## config.mk

```make
export PLATFORM = sky130hd
export DESIGN_NAME = cond_status_unit
export DESIGN_NICKNAME = d
export VERILOG_FILES = /design/src/rtl/cond_status_unit_pkg.sv /design/src/rtl/cond_status_unit_cond_eval.sv /design/src/rtl/cond_status_unit.sv
export SDC_FILE = /design/constraint.sdc
export NUM_CORES = 1
export LEC_CHECK = 0
export ABC_AREA = 1
export CAP_MARGIN = 10
export CORE_ASPECT_RATIO = 0.9
export CORE_MARGIN = 2
export CORE_UTILIZATION = 53
export CTS_CLUSTER_DIAMETER = 30
export CTS_CLUSTER_SIZE = 20
export DETAILED_ROUTE_END_ITERATION = 16
export PLACE_DENSITY_LB_ADDON = 0.1
export SLEW_MARGIN = 15
export SYNTH_ARGS = -nofsm -noshare
export SYNTH_HDL_FRONTEND = slang
export SYNTH_SLANG_ARGS = --single-unit
```

## constraint.sdc

```tcl
create_clock -name i_Clk -period 8.3 [get_ports i_Clk]
set_clock_uncertainty 0.05 [all_clocks]
set_input_delay 1.245 -clock i_Clk [delete_from_list [all_inputs] [get_ports i_Clk]]
set_output_delay 1.245 -clock i_Clk [all_outputs]
set_load 0.02 [all_outputs]
```

## src/rtl/cond_status_unit_pkg.sv

```systemverilog
// Shared definitions for the conditional-execution status unit:
// condition encodings, flag bit positions and a small popcount helper.
package cond_status_unit_pkg;

  typedef enum logic [3:0] {
    COND_EQ = 4'b0000,
    COND_NE = 4'b0001,
    COND_CS = 4'b0010,
    COND_CC = 4'b0011,
    COND_MI = 4'b0100,
    COND_PL = 4'b0101,
    COND_VS = 4'b0110,
    COND_VC = 4'b0111,
    COND_HI = 4'b1000,
    COND_LS = 4'b1001,
    COND_GE = 4'b1010,
    COND_LT = 4'b1011,
    COND_GT = 4'b1100,
    COND_LE = 4'b1101,
    COND_AL = 4'b1110,
    COND_NV = 4'b1111
  } cond_e;

  // Flag register layout is {Z,C,N,V} in bits 3..0.
  localparam int FLAG_Z = 3;
  localparam int FLAG_C = 2;
  localparam int FLAG_N = 1;
  localparam int FLAG_V = 0;

  // Number of set bits in a (zero-extended) lane mask of up to four lanes.
  function automatic logic [2:0] popcount4(input logic [3:0] v);
    logic [2:0] cnt;
    cnt = 3'd0;
    for (int i = 0; i < 4; i++) begin
      cnt = cnt + {2'b00, v[i]};
    end
    return cnt;
  endfunction

endpackage

```

## src/rtl/cond_status_unit_cond_eval.sv

```systemverilog
// Purely combinational condition check: one 4-bit condition field against
// one set of {Z,C,N,V} flags.
module condition_eval
  import cond_status_unit_pkg::*;
(
  input  logic [3:0] i_Cond,
  input  logic [3:0] i_Flags,
  output logic       o_Pass
);

  logic w_z;
  logic w_c;
  logic w_n;
  logic w_v;

  assign w_z = i_Flags[FLAG_Z];
  assign w_c = i_Flags[FLAG_C];
  assign w_n = i_Flags[FLAG_N];
  assign w_v = i_Flags[FLAG_V];

  // Decode the condition field into a pass/fail bit.
  always_comb begin
    o_Pass = 1'b0;
    case (cond_e'(i_Cond))
      COND_EQ: o_Pass = w_z;
      COND_NE: o_Pass = ~w_z;
      COND_CS: o_Pass = w_c;
      COND_CC: o_Pass = ~w_c;
      COND_MI: o_Pass = w_n;
      COND_PL: o_Pass = ~w_n;
      COND_VS: o_Pass = w_v;
      COND_VC: o_Pass = ~w_v;
      COND_HI: o_Pass = w_c & ~w_z;
      COND_LS: o_Pass = ~w_c | w_z;
      COND_GE: o_Pass = (w_n == w_v);
      COND_LT: o_Pass = (w_n != w_v);
      COND_GT: o_Pass = ~w_z & (w_n == w_v);
      COND_LE: o_Pass = w_z | (w_n != w_v);
      COND_AL: o_Pass = 1'b1;
      COND_NV: o_Pass = 1'b0;
      default: o_Pass = 1'b0;
    endcase
  end

endmodule

```

## src/rtl/cond_status_unit.sv

```systemverilog
// Multi-lane condition evaluation with a shared {Z,C,N,V} status register.
// Lanes are in program order (lane 0 oldest); optionally a younger lane sees
// flags written by older committing lanes in the same cycle.
module cond_status_unit
  import cond_status_unit_pkg::*;
#(
  parameter int LANES    = 2,
  parameter int FLAG_FWD = 1,
  parameter int CNT_W    = 16
)
(
  input  logic               i_Clk,
  input  logic               i_Rst_n,
  input  logic [LANES-1:0]   i_Valid,
  input  logic [4*LANES-1:0] i_Condition,
  input  logic [LANES-1:0]   i_Set_Flags,
  input  logic [4*LANES-1:0] i_Flags_New,
  input  logic               i_Status_Wr,
  input  logic [3:0]         i_Status_Wdata,
  input  logic               i_Stall,
  input  logic               i_Flush,
  output logic [LANES-1:0]   o_Valid,
  output logic [LANES-1:0]   o_Result,
  output logic [3:0]         o_Status,
  output logic [CNT_W-1:0]   o_Exec_Count,
  output logic [CNT_W-1:0]   o_Skip_Count
);

  logic [LANES-1:0] r_valid;
  logic [LANES-1:0] r_result;
  logic [3:0]       r_status;
  logic [CNT_W-1:0] r_exec_cnt;
  logic [CNT_W-1:0] r_skip_cnt;

  logic             w_active;
  logic [LANES-1:0] w_pass;
  logic [LANES-1:0] w_upd;
  logic [LANES-1:0] w_exec_lanes;
  logic [LANES-1:0] w_skip_lanes;
  logic [2:0]       w_exec_pop;
  logic [2:0]       w_skip_pop;
  logic [3:0]       w_status_next;

  // Flush kills the cycle outright; stall freezes it. Either way nothing commits.
  assign w_active = ~i_Stall & ~i_Flush;

  // Per-lane evaluation. The chain carries "flags after lanes 0..k" so that
  // its last stage is also the next status value from lane writes.
  for (genvar k = 0; k < LANES; k++) begin : g_lane
    logic [3:0] w_chain_in;
    logic [3:0] w_chain_out;
    logic [3:0] w_eff;
    logic       w_pass_k;
    logic       w_upd_k;

    if (k == 0) begin : g_first
      assign w_chain_in = r_status;
    end else begin : g_rest
      assign w_chain_in = g_lane[k-1].w_chain_out;
    end

    assign w_eff = (FLAG_FWD != 0) ? w_chain_in : r_status;

    condition_eval u_condition_eval (
      .i_Cond  (i_Condition[4*k +: 4]),
      .i_Flags (w_eff),
      .o_Pass  (w_pass_k)
    );

    // A lane only writes flags when it actually executes.
    assign w_upd_k     = i_Valid[k] & w_pass_k & w_active & i_Set_Flags[k];
    assign w_chain_out = w_upd_k ? i_Flags_New[4*k +: 4] : w_chain_in;
    assign w_pass[k]   = w_pass_k;
    assign w_upd[k]    = w_upd_k;
  end

  assign w_exec_lanes = i_Valid & w_pass;
  assign w_skip_lanes = i_Valid & ~w_pass;
  assign w_exec_pop   = popcount4(4'(w_exec_lanes));
  assign w_skip_pop   = popcount4(4'(w_skip_lanes));

  // Next flags: youngest flag-writing lane wins, MSR write only if no lane wrote.
  always_comb begin
    w_status_next = r_status;
    if (w_upd != '0) begin
      w_status_next = g_lane[LANES-1].w_chain_out;
    end else if (i_Status_Wr && w_active) begin
      w_status_next = i_Status_Wdata;
    end else begin
      w_status_next = r_status;
    end
  end

  // Pipeline registers, status register and statistics counters.
  always_ff @(posedge i_Clk or negedge i_Rst_n) begin
    if (!i_Rst_n) begin
      r_valid    <= '0;
      r_result   <= '0;
      r_status   <= 4'b0000;
      r_exec_cnt <= '0;
      r_skip_cnt <= '0;
    end else if (i_Flush) begin
      r_valid  <= '0;
      r_result <= '0;
    end else if (!i_Stall) begin
      r_valid    <= i_Valid;
      r_result   <= w_exec_lanes;
      r_status   <= w_status_next;
      r_exec_cnt <= r_exec_cnt + CNT_W'(w_exec_pop);
      r_skip_cnt <= r_skip_cnt + CNT_W'(w_skip_pop);
    end
  end

  assign o_Valid      = r_valid;
  assign o_Result     = r_result;
  assign o_Status     = r_status;
  assign o_Exec_Count = r_exec_cnt;
  assign o_Skip_Count = r_skip_cnt;

endmodule

```

==> qor.yml <==
synth:
  synth.area.top_cells: "sky130_fd_sc_hd__dfrtp_1, sky130_fd_sc_hd__nand2_1, sky130_fd_sc_hd__inv_1"
  synthesis.area_sq_um: 2650
  synth.cells.most_frequent: "sky130_fd_sc_hd__nand2_1, sky130_fd_sc_hd__inv_1, sky130_fd_sc_hd__dfrtp_1"
  synth_compound_area_share_pct: 3.683
  combinational_family_with_the_most_area_after_synthesis: "simple AND/OR/NAND/NOR gates"
  basic_gate_share_of_the_synthesized_area_counting_and_or_nand_and_nor_cells_pct: 35.65
  async_flop_share_pct: 100.0
  synthesis.instances: 352
  yosys.area_share.xor_xnor_pct: 8.924
  synth-edff-count: 0
  syn-num-nets: 385
  post_synth_num_cell_types: 31
  synth.ff_latch_count: 40
  yosys.area_share.adder_pct: 2.455
  yosysSeqAreaShare_pct: 37.77
  synthMostInstantiatedCell: "sky130_fd_sc_hd__nand2_1"
  synth-main-ff-cell: "sky130_fd_sc_hd__dfrtp_1"
  fraction_of_synthesized_cell_area_taken_by_the_top_area_cell_type_pct: 37.77
  synthesis.area_per_instance_sq_um: 7.529
  ys.warnings.count: 0
  yosys.area.top_type: "sky130_fd_sc_hd__dfrtp_1"
  synth_mux_area_share_pct: 0
layout:
  drive_gt1_share_pct: 8.706
  diodes: 0
  area_of_all_sequential_standard_cells_sq_um: 1001
  final_core_utilization_pct: 71.89
  final_cell_count_no_fill: 490
  flow.area_growth_from_synthesis_pct: 31.16
  final_nets: 457
  multi_input_comb_area_sq_um: 1344
  layout.filler_cells: 418
power_and_ir_drop:
  clockPowerShare_pct: 22.8
  p_leak_nw: 1.847
  ir_drop_mv: 0.1676
  powerDensity_nw_per_um2: 197.2
  netSwitchingPower_w: 0.0002531
  power_report.internal_total_w: 0.0004322
  p_seq_share_pct: 38.6
  p_sw_share_pct: 36.93
  power.combinational.fraction_pct: 38.6
global_route:
  maximum_number_of_pins_on_one_net_before_global_route_repair: 41
  grt_first_pass_wirelength_um: 10230
  via_count_of_the_first_global_routing_pass: 2308
  globalRoute.totalOverflow: 0
  track_usage_pct: 22.87
  grt_antenna_before_repair: 0
floorplan:
  die_height_um: 71.08
  core_region_area_sq_um: 4835
  ios: 69
  die_x_um: 78.54
  initial_utilization_pct: 54.81
  row_count: 24
  fp.dieArea_sq_um: 5582
outcome:
  status: "finished, final reports clean"
sta:
  achievable-frequency_mhz: 178.9
  final.period_utilization_pct: 67.35
  worst_slew_margin_rel_pct: 43.71
  setup_viol: 0
  setup_tns_ns: 0
  finalMaxSlewViolations: 0
  rsz0062_at_grt: "no"
  worstMarginPinSlew_ns: 0.8444
  finalHoldViolCount: 0
  final_period_minus_worst_setup_slack_ns: 5.590
hold_path:
  hold_path.startpoint: "o_Skip_Count[15]"
  whs_endpoint: "o_Skip_Count[15]"
  hold_depth: 1
  min_path_type: "flop to flop"
cts:
  clkSlewWorstSetupHoldPaths_ns: 0.08
  clock_sinks: 40
  clock_latency_late_sink_ns: 0.29
  tritoncts: "built"
  postCtsHoldBufs: 0
  clock_tree.root_cell: "sky130_fd_sc_hd__clkbuf_8"
  cts_max_path_buffers: 2
  cts_made_buffers: 5
  resized_after_cts: 0
  post_cts.repair.setup_buffers: 0
  h-tree-depth: 2
job:
  max_cap_viol_count: 0
worst_setup_path:
  critPathLaunchType: "input pin"
  critical_path_arrival_ns: 5.72
  worst-setup-path-type: "input pin to flop"
  timing.critical_path.to_type: "flop"
  worst-endpoint-required_ns: 8.43
  worst-r2r-setup-slack_ns: 3.84
  crit_path_max_fanout: 17
  timing.rr.start: "o_Status[0]"
  reg2regPathDepth: 30
  r2r_end: "o_Exec_Count[14]"
drt:
  detailroute.via_count: 2417
  avgRoutedWirePerCell_um: 12.09
  first_iter_violations: 115
  route.antenna.remaining_nets: 0
  drc: 0
  wirelength_met1_um: 2651
  detailed_routed_wire_length_on_met2_um: 2966
  post_drt_via_cell_ratio: 4.933
  dr.pass1.iters: 4
  routed-wl-met3_um: 265
  highest_layer: "met4"
  final_routed_wirelength_um: 5922
placement:
  placedCellCount: 482
  hpwl_um: 4606
  count_of_buffers_inserted_at_the_top_level_ports: 68
  place_congestion: 0.8984
-- sequential cells by signal (all words and copies together) (netlist names) --
name and count:
o_Exec_Count 16, o_Result 2, o_Skip_Count 16, o_Status 4, o_Valid 2
-- worst max path at each step --
stage | depth (start not counted) | start | slack [ns] | to
after detailed placement | 26 | i_Stall | 2.38 | o_Exec_Count[14]
after CTS | 26 | i_Stall | 2.70 | o_Exec_Count[14]
after global placement | 26 | i_Stall | 2.51 | o_Exec_Count[14]
after global routing | 26 | i_Stall | 2.14 | o_Skip_Count[15]
final | 26 | i_Stall | 2.71 | o_Exec_Count[14]
after floorplan | 30 | i_Condition[1] | 3.48 | o_Exec_Count[14]
-- kinds of logic (layout without fill, tap and decap cells) --
kind of cell	Yosys count	count (layout)
xor+xnor	27	27
fa+ha+maj	4	4
buf+inv	73	146
simple gates	193	193
compound gates	15	15
flops	40	40
-- layer usage --
layer / GRT usage (%) / up-vias
met1: 30.33 / 1113
met2: 38.94 / 60
met4: 5.848 / 0
li1: - / 1240
met3: 4.209 / 4
met5: 0 / -
-- power groups by stage --
| stage | clock, W | sequential (W) | combinational (W) |
|---|---|---|---|
| floorplan | 0 | 0.000300 | 0.000117 |
| global placement | 0 | 0.000268 | 0.000260 |
| detailed placement | 0 | 0.000268 | 0.000265 |
| CTS | 0.000161 | 0.000265 | 0.000267 |
| global route | 0.000169 | 0.000270 | 0.000292 |
| finish | 0.000156 | 0.000264 | 0.000265 |
-- cells in the final DEF, fill, tap and decap left out, types with 8 or more instances in the layout --
| cell type | instances |
|---|---|
| sky130_fd_sc_hd__clkdlybuf4s50_1 | 67 |
| sky130_fd_sc_hd__dfrtp_1 | 40 |
| sky130_fd_sc_hd__inv_1 | 62 |
| sky130_fd_sc_hd__nand2_1 | 96 |
| sky130_fd_sc_hd__nand3_1 | 25 |
| sky130_fd_sc_hd__nand4_1 | 18 |
| sky130_fd_sc_hd__nor2_1 | 25 |
| sky130_fd_sc_hd__o21ai_0 | 9 |
| sky130_fd_sc_hd__xnor2_1 | 8 |
| sky130_fd_sc_hd__xor2_1 | 19 |
-- worst max-delay path: stages --
cell,delay (ns)
sky130_fd_sc_hd__clkdlybuf4s50_1,0.52
sky130_fd_sc_hd__nor2_4,0.27
sky130_fd_sc_hd__inv_1,0.18
sky130_fd_sc_hd__nor2_2,0.28
sky130_fd_sc_hd__nand4_4,0.29
sky130_fd_sc_hd__o21ai_0,0.27
sky130_fd_sc_hd__nand2_1,0.14
sky130_fd_sc_hd__nand3_2,0.10
sky130_fd_sc_hd__nand2_1,0.05
sky130_fd_sc_hd__nand2_1,0.05
sky130_fd_sc_hd__nand2_1,0.07
sky130_fd_sc_hd__nand2_1,0.07
sky130_fd_sc_hd__nor2_1,0.04
sky130_fd_sc_hd__nor2_2,0.17
sky130_fd_sc_hd__inv_2,0.05
sky130_fd_sc_hd__nor2_1,0.11
sky130_fd_sc_hd__inv_2,0.06
sky130_fd_sc_hd__fa_1,0.35
sky130_fd_sc_hd__inv_1,0.08
sky130_fd_sc_hd__ha_1,0.14
sky130_fd_sc_hd__nand2_1,0.09
sky130_fd_sc_hd__nor4_1,0.31
sky130_fd_sc_hd__nand2_1,0.15
sky130_fd_sc_hd__nor3_1,0.31
sky130_fd_sc_hd__nand4_1,0.15
sky130_fd_sc_hd__xor2_1,0.17
-- metrics by stage --
stage | total power (W) | setup slack (ns) | hold WS [ns] | instance area (sq um)
2_1_floorplan | 0.0004168 | 3.482 | 0.5317 | 2650
3_3_place_gp | 0.0005279 | 2.505 | 0.4131 | 3364
3_5_place_dp | 0.0005322 | 2.379 | 0.4193 | 3364
4_1_cts | 0.0006923 | 2.701 | 0.4294 | 3476
5_1_grt | 0.0007317 | 2.141 | 0.4722 | 3476
6_report | 0.0006853 | 2.710 | 0.4271 | 3476
-- area by class of cell --
cell class	instances	share of cell area [%]
inverter	70	7.559
clock buffer	5	1.980
sequential	40	28.80
timing repair buffer	68	19.44
tap	65	2.340
multi-input combinational	239	38.66
clock inverter	3	1.224
Note: power is estimated with default switching activity, not from simulation.
